`src/rtl/dmem_arb_pkg.sv`:
```
// Shared types for the data-memory arbiter: widths, sequencer states, command register layout.
package dmem_arb_pkg;

    localparam int DMEM_ADDR_W = 5;
    localparam int DMEM_DATA_W = 16;

    typedef enum logic [1:0] {
        IDLE  = 2'd0,
        ISSUE = 2'd1,
        RESP  = 2'd2
    } state_t;

    // The command register is sized by the package widths.
    typedef struct packed {
        logic                   write;
        logic [DMEM_ADDR_W-1:0] addr;
        logic [DMEM_DATA_W-1:0] wdata;
        logic                   id;
    } cmd_t;

endpackage

```
`src/rtl/dmem_rr_arbiter.sv`:
```
// Two-way grant logic. DMEM_ARB_RR_EN selects round-robin; otherwise requester 0 has fixed priority.
module dmem_rr_arbiter (
    input  logic valid0,
    input  logic valid1,
    input  logic last_grant,
    output logic grant0,
    output logic grant1
);

`ifdef DMEM_ARB_RR_EN
    // On a conflict, the requester that did not win last time gets the grant.
    assign grant0 = valid0 && (!valid1 || last_grant);
    assign grant1 = valid1 && (!valid0 || !last_grant);
`else
    logic unused_last_grant;
    assign unused_last_grant = last_grant;
    assign grant0 = valid0;
    assign grant1 = valid1 && !valid0;
`endif

endmodule

```
`src/rtl/dmem_arbiter.sv`:
```
// Serialises two requesters onto the single-port data memory: IDLE accepts, ISSUE drives the port, RESP returns.
// DMEM_ARB_RR_EN enables round-robin arbitration; the default build uses fixed priority.
module dmem_arbiter
    import dmem_arb_pkg::*;
#(
    parameter int ADDR_W = DMEM_ADDR_W,
    parameter int DATA_W = DMEM_DATA_W
) (
    input  logic              clock,
    input  logic              reset_n,
    input  logic              req0_valid,
    output logic              req0_ready,
    input  logic              req0_write,
    input  logic [ADDR_W-1:0] req0_addr,
    input  logic [DATA_W-1:0] req0_wdata,
    input  logic              req1_valid,
    output logic              req1_ready,
    input  logic              req1_write,
    input  logic [ADDR_W-1:0] req1_addr,
    input  logic [DATA_W-1:0] req1_wdata,
    output logic              rsp0_valid,
    output logic [DATA_W-1:0] rsp0_rdata,
    output logic              rsp1_valid,
    output logic [DATA_W-1:0] rsp1_rdata,
    output logic              mem_en,
    output logic              mem_read,
    output logic [ADDR_W-1:0] mem_addr,
    output logic [DATA_W-1:0] mem_wdata,
    input  logic [DATA_W-1:0] mem_rdata
);

    state_t state, state_nx;
    cmd_t   cmd;
    logic   grant0, grant1, last_grant, accept;

`ifdef DMEM_ARB_RR_EN
    // Reset to 1 so requester 0 wins the first conflict.
    always_ff @(posedge clock) begin
        if (!reset_n)
            last_grant <= 1'b1;
        else if (accept)
            last_grant <= grant1;
    end
`else
    assign last_grant = 1'b1;
`endif

    dmem_rr_arbiter u_arb (
        .valid0     (req0_valid),
        .valid1     (req1_valid),
        .last_grant (last_grant),
        .grant0     (grant0),
        .grant1     (grant1)
    );

    assign accept = (state == IDLE) && (grant0 || grant1);

    always_ff @(posedge clock) begin
        if (!reset_n)
            state <= IDLE;
        else
            state <= state_nx;
    end

    always_ff @(posedge clock) begin
        if (!reset_n) begin
            cmd <= '0;
        end else if (accept) begin
            cmd.write <= grant1 ? req1_write : req0_write;
            cmd.addr  <= grant1 ? req1_addr  : req0_addr;
            cmd.wdata <= grant1 ? req1_wdata : req0_wdata;
            cmd.id    <= grant1;
        end
    end

    always_comb begin
        state_nx = state;
        unique case (state)
            IDLE:    if (accept) state_nx = ISSUE;
            ISSUE:   state_nx = RESP;
            RESP:    state_nx = IDLE;
            default: state_nx = IDLE;
        endcase
    end

    // Port fields are zeroed outside ISSUE and mem_read idles high so the memory never sees a stray write.
    always_comb begin
        req0_ready = 1'b0;
        req1_ready = 1'b0;
        rsp0_valid = 1'b0;
        rsp1_valid = 1'b0;
        rsp0_rdata = '0;
        rsp1_rdata = '0;
        mem_en     = 1'b0;
        mem_read   = 1'b1;
        mem_addr   = '0;
        mem_wdata  = '0;
        unique case (state)
            IDLE: begin
                req0_ready = grant0;
                req1_ready = grant1;
            end
            ISSUE: begin
                mem_en    = 1'b1;
                mem_read  = !cmd.write;
                mem_addr  = cmd.addr;
                mem_wdata = cmd.wdata;
            end
            RESP: begin
                rsp0_valid = !cmd.id;
                rsp1_valid = cmd.id;
                if (!cmd.write) begin
                    if (cmd.id) rsp1_rdata = mem_rdata;
                    else        rsp0_rdata = mem_rdata;
                end
            end
            default: ;
        endcase
    end

endmodule

```
`config.mk`:
```
export PLATFORM = sky130hd
export DESIGN_NAME = dmem_arbiter
export DESIGN_NICKNAME = d
export VERILOG_FILES = /design/src/rtl/dmem_arb_pkg.sv /design/src/rtl/dmem_rr_arbiter.sv /design/src/rtl/dmem_arbiter.sv
export SDC_FILE = /design/constraint.sdc
export NUM_CORES = 1
export LEC_CHECK = 0
export ABC_AREA = 1
export CAP_MARGIN = 10
export CORE_ASPECT_RATIO = 0.6
export CORE_UTILIZATION = 35
export CTS_CLUSTER_SIZE = 8
export DETAILED_ROUTE_END_ITERATION = 7
export GPL_TIMING_DRIVEN = 0
export PLACE_DENSITY = 0.88
export RECOVER_POWER = 25
export SYNTH_ARGS = -nofsm -noshare
export SYNTH_HDL_FRONTEND = slang
export SYNTH_HIERARCHICAL = 1
export SYNTH_SLANG_ARGS = --single-unit
```
`constraint.sdc`:
```
create_clock -name clock -period 1.3 [get_ports clock]
set_input_delay 0.26 -clock clock [delete_from_list [all_inputs] [get_ports clock]]
set_output_delay 0.26 -clock clock [all_outputs]
set_load 0.1 [all_outputs]
```
==> metrics, run 1 <==
clock sink count 25; first error [ERROR DPL-0038] Utilization greater than 100%, impossible to legalize; CTS Buf Count 3; Die Height 55.6 um; largest buffer count on any clock path 2; netlist area before placement roughly 1700 sq um; H-tree lvl count 1; number of synthesis warnings 6; initial core utilization between 30 and 40%; terminating stage of the flow clock tree synthesis; total of cells resized after clock tree synthesis 561; Post-CTS Setup Bufs 20; row cnt 19; mean post-synth cell area roughly 5.3 sq um; IO buf count 122; HPWL after DPL 5410 um; Post-CTS Hold Buffers 0; Clock Root Buffer sky130_fd_sc_hd__clkbuf_8; synthesized instance count 316; number of top-level pins roughly 120; final weighted congestion of routability-driven global placement 0.767; status stopped before the end; post-synthesis net count 380; chip width 91.4 um
==> stage by stage <==
step           setup TNS, ns  instances  instance area [sq um]  setup slack (ns)  hold slack, ns
2_1_floorplan         -33.35        316                   2350            -0.715           0.381
3_3_place_gp          -71.45        501                   3650             -1.37           0.504
3_5_place_dp          -72.98        501                   3650             -1.38           0.506
==> inputs of run 2 (changes only) <==
CORE_ASPECT_RATIO = not set   (was 0.6)
CORE_UTILIZATION = 30   (was 35)
CTS_CLUSTER_SIZE = not set   (was 8)
PLACE_DENSITY = not set   (was 0.88)
PLACE_DENSITY_LB_ADDON = 0.15   (was not set)
==> metrics, run 2 <==
sum of internal, switching and leakage power 3.54 mW; net count reported at finish 536; initial core utilization 32.0% (-4.5 points); number of flip-flops in the largest register 23; clock sink count 25 (unchanged); commonest cells after routing, fill and taps aside 83 x sky130_fd_sc_hd__nand2_1, 67 x sky130_fd_sc_hd__buf_12, 61 x sky130_fd_sc_hd__clkdlybuf4s50_1; largest buffer count on any clock path 2 (unchanged); Clock Root Buffer sky130_fd_sc_hd__clkbuf_8; crit path from state[1]; fraction of met3 tracks used by global routing 5.83%; mean post-synth cell area 5.31 sq um (unchanged); total congestion overflow after global routing 0; most common cell after layout, fill and taps aside sky130_fd_sc_hd__nand2_1; MaxCap Viol Count 0; Floorplan Core Area approximately 5200 sq um; Setup Skew roughly 0.017 ns; clock period minus final worst setup slack 1.96 ns; synthesized instance count 316 (unchanged); FMAX between 500 and 600 MHz; H-tree lvl count 1 (unchanged); reg-to-reg critical path endpoint cmd[19]; worst reg-to-reg setup slack -0.40 ns; final weighted congestion of routability-driven global placement 0.790 (+3.1%); failing checks setup timing; Die Area 5900 sq um; drt total wl 13,000 um; total of fill cells in the finished design 138; ant diodes 0; Die Height 76.8 um (+38%); ratio of cells with drive above 1 in the final layout 47.3%; required arrival time at the worst endpoint around 1.0 ns; post-synthesis net count 380 (unchanged); Layout Area Growth over Synthesis 196%; clock-pin slew of the registers on the worst-case setup and hold paths 0.11 ns; CP arrival 1.70 ns; Starting DRT DRC Count 286; TritonCTS clock tree built; Power per Cell Area 712 nW/um^2; M2 GR Usage about 63%; IO buf count 122 (unchanged); DR WL/cell between 20 and 25 um; slew at the pin with the worst max-slew slack 0.746 ns; worst rel slew slack 50.3%; layer with the highest usage after global routing met2; final-layout worst hold slack 0.594 ns; Static Leakage 2.11 nW; final cycle utilization of the critical path 151%; insertion delay to the later sink of the worst-skew pair 0.29 ns; CTS Buf Count 3 (unchanged); global-route wire length before repair about 15,000 um; met1 Resource Use GR 34.7%; number of top-level pins 123 (unchanged); nature of the critical path endpoint primary output; Setup-failing EPs final 82; largest registers cmd (23), state (2); total DRC errors in the routed layout 0; worst flop-to-flop path startpoint state[1]; HPWL after DPL 4710 um (-13%); number of iterations in the first detailed-routing pass 5; Setup WS pre-CTS -1.42 ns (-0.0474 ns); final hold viol count 0; max-slew violation total from the final report 0; number of synthesis warnings 6 (unchanged); worst setup path class reg -> out; vias in the first global route approximately 2,900; RSZ-0062 raised after global routing true; capturing instance or port of the critical path rsp0_rdata[14]; initial antenna violation count 0; row cnt 26 (+7); biggest fanout along the worst timing path 5; final critical-path setup slack -0.658 ns; netlist area before placement 1680 sq um (unchanged); register containing the most flip-flops in the final layout cmd; via count of the routed design roughly 3,000; DRT antenna net count 0; status finished with violations; maximum number of pins on one net before global-route repair 15; startpoint kind of the worst setup timing path flop; global-route usage over all layers 33.1%; routed vias/inst 5.58; chip width 76.8 um (-16%); R2R depth 11; maximum VDD drop 0.698 mV; hold crit path type reg -> reg
-- run 2: metrics by stage --
| stage | instance area [sq um] | util (%) | setup TNS (ns) | cells |
|---|---|---|---|---|
| 6_report | 4970 | 94.9 | -38.65 | 541 |
| 5_1_grt | 4970 | 94.9 | -41.07 | 541 |
| 4_1_cts | 4590 | 87.6 | -23.79 | 529 |
| 3_5_place_dp | 3660 | 69.9 | -73.30 | 508 |
| 3_3_place_gp | 3660 | 69.9 | -72.54 | 508 |
| 2_1_floorplan | 2350 | - | -33.35 | 316 |
-- run 2: worst min path at each step --
stage                   end  cells after the start  startpoint  slack (ns)
floorplan           cmd[18]                      2     reset_n        0.38
global placement     cmd[0]                      2      cmd[0]        0.50
detailed placement   cmd[0]                      2      cmd[0]        0.52
CTS                  cmd[0]                      2      cmd[0]        0.54
global route         cmd[0]                      2      cmd[0]        0.61
finish               cmd[0]                      2      cmd[0]        0.59
-- run 2: where the power goes --
group / switching (mW) / total, mW / leakage (nW) / internal, mW
logic: 1.29 / 2.12 / 1.87 / 0.824
clock network: 0.304 / 0.521 / 0.0255 / 0.217
registers: 0.0549 / 0.903 / 0.209 / 0.848
total: 1.65 / 3.54 / 2.11 / 1.89
-- run 2: metal layers --
layer	wire [um]	up-vias
met5	0	-
met4	1090	0
met3	1190	90
li1	-	1234
met2	6440	276
met1	4300	1419
-- run 2: final cells by class --
| cell class | count | area [sq um] | area share [%] |
|---|---|---|---|
| Clock buffer | 3 | 41.3 | 0.831 |
| Buffer | 18 | 230 | 4.63 |
| Clock inverter | 1 | 5.00 | 0.101 |
| Timing Repair Buffer | 151 | 2230 | 44.9 |
| Tap cell | 70 | 87.6 | 1.76 |
| Sequential cell | 25 | 510 | 10.3 |
| Multi-Input combinational cell | 223 | 1660 | 33.4 |
| Inverter | 50 | 208 | 4.18 |
-- run 2: repair_timing --
item                                    CTS  global route
endpoints found under the setup margin   82            82
gates cloned                              5             2
setup buffers                            13            10
hold buffers                              0             0
resized for setup                       550            76
pin swaps                                10            23
hold endpoints to repair                  0             0
-- run 2: critical path, stage by stage, from the launching register on --
cell,delay (ns)
sky130_fd_sc_hd__dfxtp_2,0.38
sky130_fd_sc_hd__inv_2,0.07
sky130_fd_sc_hd__nor2_4,0.13
sky130_fd_sc_hd__buf_12,0.15
sky130_fd_sc_hd__nand2_4,0.10
sky130_fd_sc_hd__buf_12,0.18
sky130_fd_sc_hd__nor3_4,0.19
sky130_fd_sc_hd__buf_12,0.21
Note: power is estimated with default switching activity, not from simulation.
==> inputs of run 3 (changes only) <==
GPL_TIMING_DRIVEN = 1   (was 0)
HOLD_SLACK_MARGIN = 0.1   (was not set)
TNS_END_PERCENT = 1   (was not set)
==> metrics, run 3 (synthesis gave the netlist of run 2 again) <==
hold crit path type reg -> reg; total congestion overflow after global routing 0 (unchanged); initial core utilization 32.0% (unchanged); RSZ-0062 raised after global routing true; sum of internal, switching and leakage power 2.98 mW (-16%); Max Used Layer met4; final critical-path setup slack -0.395 ns (+0.263 ns); maximum single-stage delay on the critical path 0.35 ns (-0.03 ns); number of iterations in the first detailed-routing pass 4 (-1); maximum VDD drop 0.566 mV (-19%); worst rel slew slack 85.8% (+36 points); most repeated library cell on the critical path sky130_fd_sc_hd__buf_12; vias in the first global route 2,374 (-17%); routed vias/inst 4.47 (-20%); global-route wire length before repair 11,300 um (-25%); global-route usage over all layers 24.2% (-8.9 points); DR WL/cell 13.4 um (-45%); Floorplan Core Area 5240 sq um (unchanged); commonest cells after routing, fill and taps aside 110 x sky130_fd_sc_hd__nand2_1, 68 x sky130_fd_sc_hd__buf_12, 62 x sky130_fd_sc_hd__clkdlybuf4s50_1; TritonCTS clock tree built; row cnt 26 (unchanged); ant diodes 0 (unchanged); H-tree lvl count 1 (unchanged); Power per Cell Area 678 nW/um^2 (-4.9%); Setup Skew 0.0114 ns (-0.00522 ns); combinational cell fraction of total power 54.3% (-5.5 points); Psw 1.29 mW (-22%); detailed-routing wirelength on met1 2540 um (-41%); max-slew violation total from the final report 0 (unchanged); Final Util 84.0% (-11 points); initial antenna violation count 0 (unchanged); MaxCap Viol Count 0 (unchanged); number of top-level pins 123 (unchanged); Post-CTS Setup Bufs 0 (-13); Clock Root Buffer sky130_fd_sc_hd__clkbuf_8; clock group share of total power 16.0% (+1.3 points); status finished with violations; required arrival time at the worst endpoint 1.04 ns (about the same); register containing the most flip-flops in the final layout cmd; clock-pin slew of the registers on the worst-case setup and hold paths 0.10 ns (about the same); CTS Buf Count 3 (unchanged); total DRC errors in the routed layout 0 (unchanged); number of flip-flops in the largest register 23 (unchanged); clock period minus final worst setup slack 1.70 ns (-0.263 ns); drt total wl 6890 um (-47%); CP arrival 1.44 ns (-0.26 ns); slew at the pin with the worst max-slew slack 0.213 ns (-0.533 ns); clock sink count 25 (unchanged); FMAX 590 MHz (+16%); net count reported at finish 511 (-4.7%); Sw Share 43.1% (-3.6 points); largest buffer count on any clock path 2 (unchanged); maximum number of pins on one net before global-route repair 25 (+10); nature of the critical path endpoint primary output; Layout Area Growth over Synthesis 162%; chip width 76.8 um (unchanged); failing checks setup timing; HPWL after DPL 5690 um (+21%); Static Leakage 1.92 nW (-9.1%); final weighted congestion of routability-driven global placement 0.782 (-1.1%); Setup WS pre-CTS -0.341 ns (+1.08 ns); total of fill cells in the finished design 302 (+120%); Starting DRT DRC Count 66 (-77%); startpoint kind of the worst setup timing path flop; slowest CP cell sky130_fd_sc_hd__dfxtp_2; ratio of cells with drive above 1 in the final layout 37.0% (-10 points); Die Area 5900 sq um (unchanged); worst setup path class reg -> out; insertion delay to the later sink of the worst-skew pair 0.27 ns (-0.02 ns); met2 routed wirelength 3860 um (-40%); ordered cell list for the critical path inv_2 > nor2_4 > nand2_4 > buf_12 > nor3_4 > buf_12; final cycle utilization of the critical path 130% (-20 points); fraction of power consumed by sequential logic 29.7% (+4.2 points); Setup-failing EPs final 60 (-27%); biggest fanout along the worst timing path 10 (+5); via count of the routed design 2,308 (-24%); internal power summed over all cells 1.70 mW (-10%); most common cell after layout, fill and taps aside sky130_fd_sc_hd__nand2_1; final hold viol count 0 (unchanged); DRT antenna net count 0 (unchanged); final standard cell count with taps included and fillers excluded 516 (-4.6%); routed length on met3 431 um (-64%); Die Height 76.8 um (unchanged); IO buf count 122 (unchanged); Post-Place Cells 512 (+0.79%); largest registers cmd (23), state (2)
-- run 3: cell types whose count changed in the layout (fill, tap and decap cells not counted), sizes merged --
cell           delta
clkinvlp          -4
inv               +5
nand2             -1
clkinv            -2
clkdlybuf4s50     +1
dlygate4sd2       -1
clkbuf            -6
buf              -17
-- run 3: cell type report --
| type | instances | area [sq um] | area share, % |
|---|---|---|---|
| clock buffers | 4 | 45.0 | 1.02 |
| repair buffers | 145 | 2100 | 47.7 |
| flip-flops and latches | 25 | 509 | 11.6 |
| multi-input cells | 222 | 1470 | 33.3 |
| well taps | 70 | 87.6 | 1.99 |
| inverters | 50 | 193 | 4.38 |
-- run 3: path summary, 6_finish.rpt --
path | from | to | slack (ns) | cells past startpoint
setup / recovery | state[1] | rsp1_rdata[0] | -0.40 | 6
hold reg to reg | cmd[0] | cmd[0] | 0.53 | 2
hold / removal | cmd[0] | cmd[0] | 0.53 | 2
setup reg to reg | state[1] | cmd[10] | 0.10 | 7
-- run 3: power groups by stage --
stage	Clock, mW	Sequential (mW)	Combinational, mW
floorplan	0	0.884	0.998
global placement	0	0.899	1.55
detailed placement	0	0.903	1.59
CTS	0.481	0.886	1.61
global route	0.515	0.893	1.73
finish	0.477	0.887	1.62
-- run 3: what timing repair did --
| action | CTS | global route |
|---|---|---|
| endpoints found under the setup margin | 79 | 81 |
| hold buffers | 0 | 0 |
| pin swaps | 2 | 2 |
| gates resized for setup | 7 | 15 |
-- run 3: stage by stage --
stage | hold WS (ns) | area [sq um] | setup TNS (ns)
6_report | 0.529 | 4400 | -19.69
5_1_grt | 0.555 | 4400 | -23.44
4_1_cts | 0.532 | 4370 | -20.00
3_5_place_dp | 0.507 | 4310 | -14.08
3_3_place_gp | 0.499 | 4310 | -11.45
2_1_floorplan | 0.381 | 2270 | -38.31
-- run 3: worst max-delay path, delay by kind of cell, from the launching register on --
kind / cells / cell delay [ns]
buffers and inverters: 3 / 0.41
DFF: 1 / 0.35
and+or+nand+nor: 3 / 0.40
-- run 3: layer usage --
metal | track usage [%] | vias to the layer above
met5 | 0 | -
met4 | 3.46 | 0
met3 | 4.29 | 6
met2 | 49.6 | 91
met1 | 25.4 | 1033
li1 | - | 1178
==> inputs of run 4 (changes only) <==
CORE_UTILIZATION = 35   (was 30)
==> metrics, run 4 <==
status stopped before the end; terminating stage of the flow clock tree synthesis; first error [ERROR DPL-0033] detailed placement checks failed during check placement.; netlist area before placement 1680 sq um (unchanged); CTS Buf Count 3 (unchanged); Die Height 71.2 um (-7.2%); row cnt 24 (-7.7%); HPWL after DPL 8220 um (+45%); post-synthesis net count 380 (unchanged); chip width 71.2 um (-7.2%); Setup WS pre-CTS -0.617 ns (-0.276 ns); Post-CTS Hold Buffers 0 (unchanged); number of top-level pins 123 (unchanged); number of synthesis warnings 6 (unchanged); final weighted congestion of routability-driven global placement 0.743 (-4.9%); synthesized instance count 316 (unchanged); largest buffer count on any clock path 2 (unchanged); Clock Root Buffer sky130_fd_sc_hd__clkbuf_8; Post-CTS Setup Bufs 0 (unchanged); H-tree lvl count 1 (unchanged); IO buf count 122 (unchanged); initial core utilization 37.5% (+5.5 points); total cell area at the placement stage 4350 sq um (+0.99%); clock sink count 25 (unchanged); total of cells resized after clock tree synthesis 14 (+7); mean post-synth cell area 5.31 sq um (unchanged)
run 4: stage by stage:
stage / cells / setup TNS [ns] / hold WS [ns] / utilization, %
2_1_floorplan: 316 / -38.31 / 0.381 / -
3_5_place_dp: 496 / -19.20 / 0.517 / 97.3
3_3_place_gp: 496 / -11.75 / 0.499 / 97.3
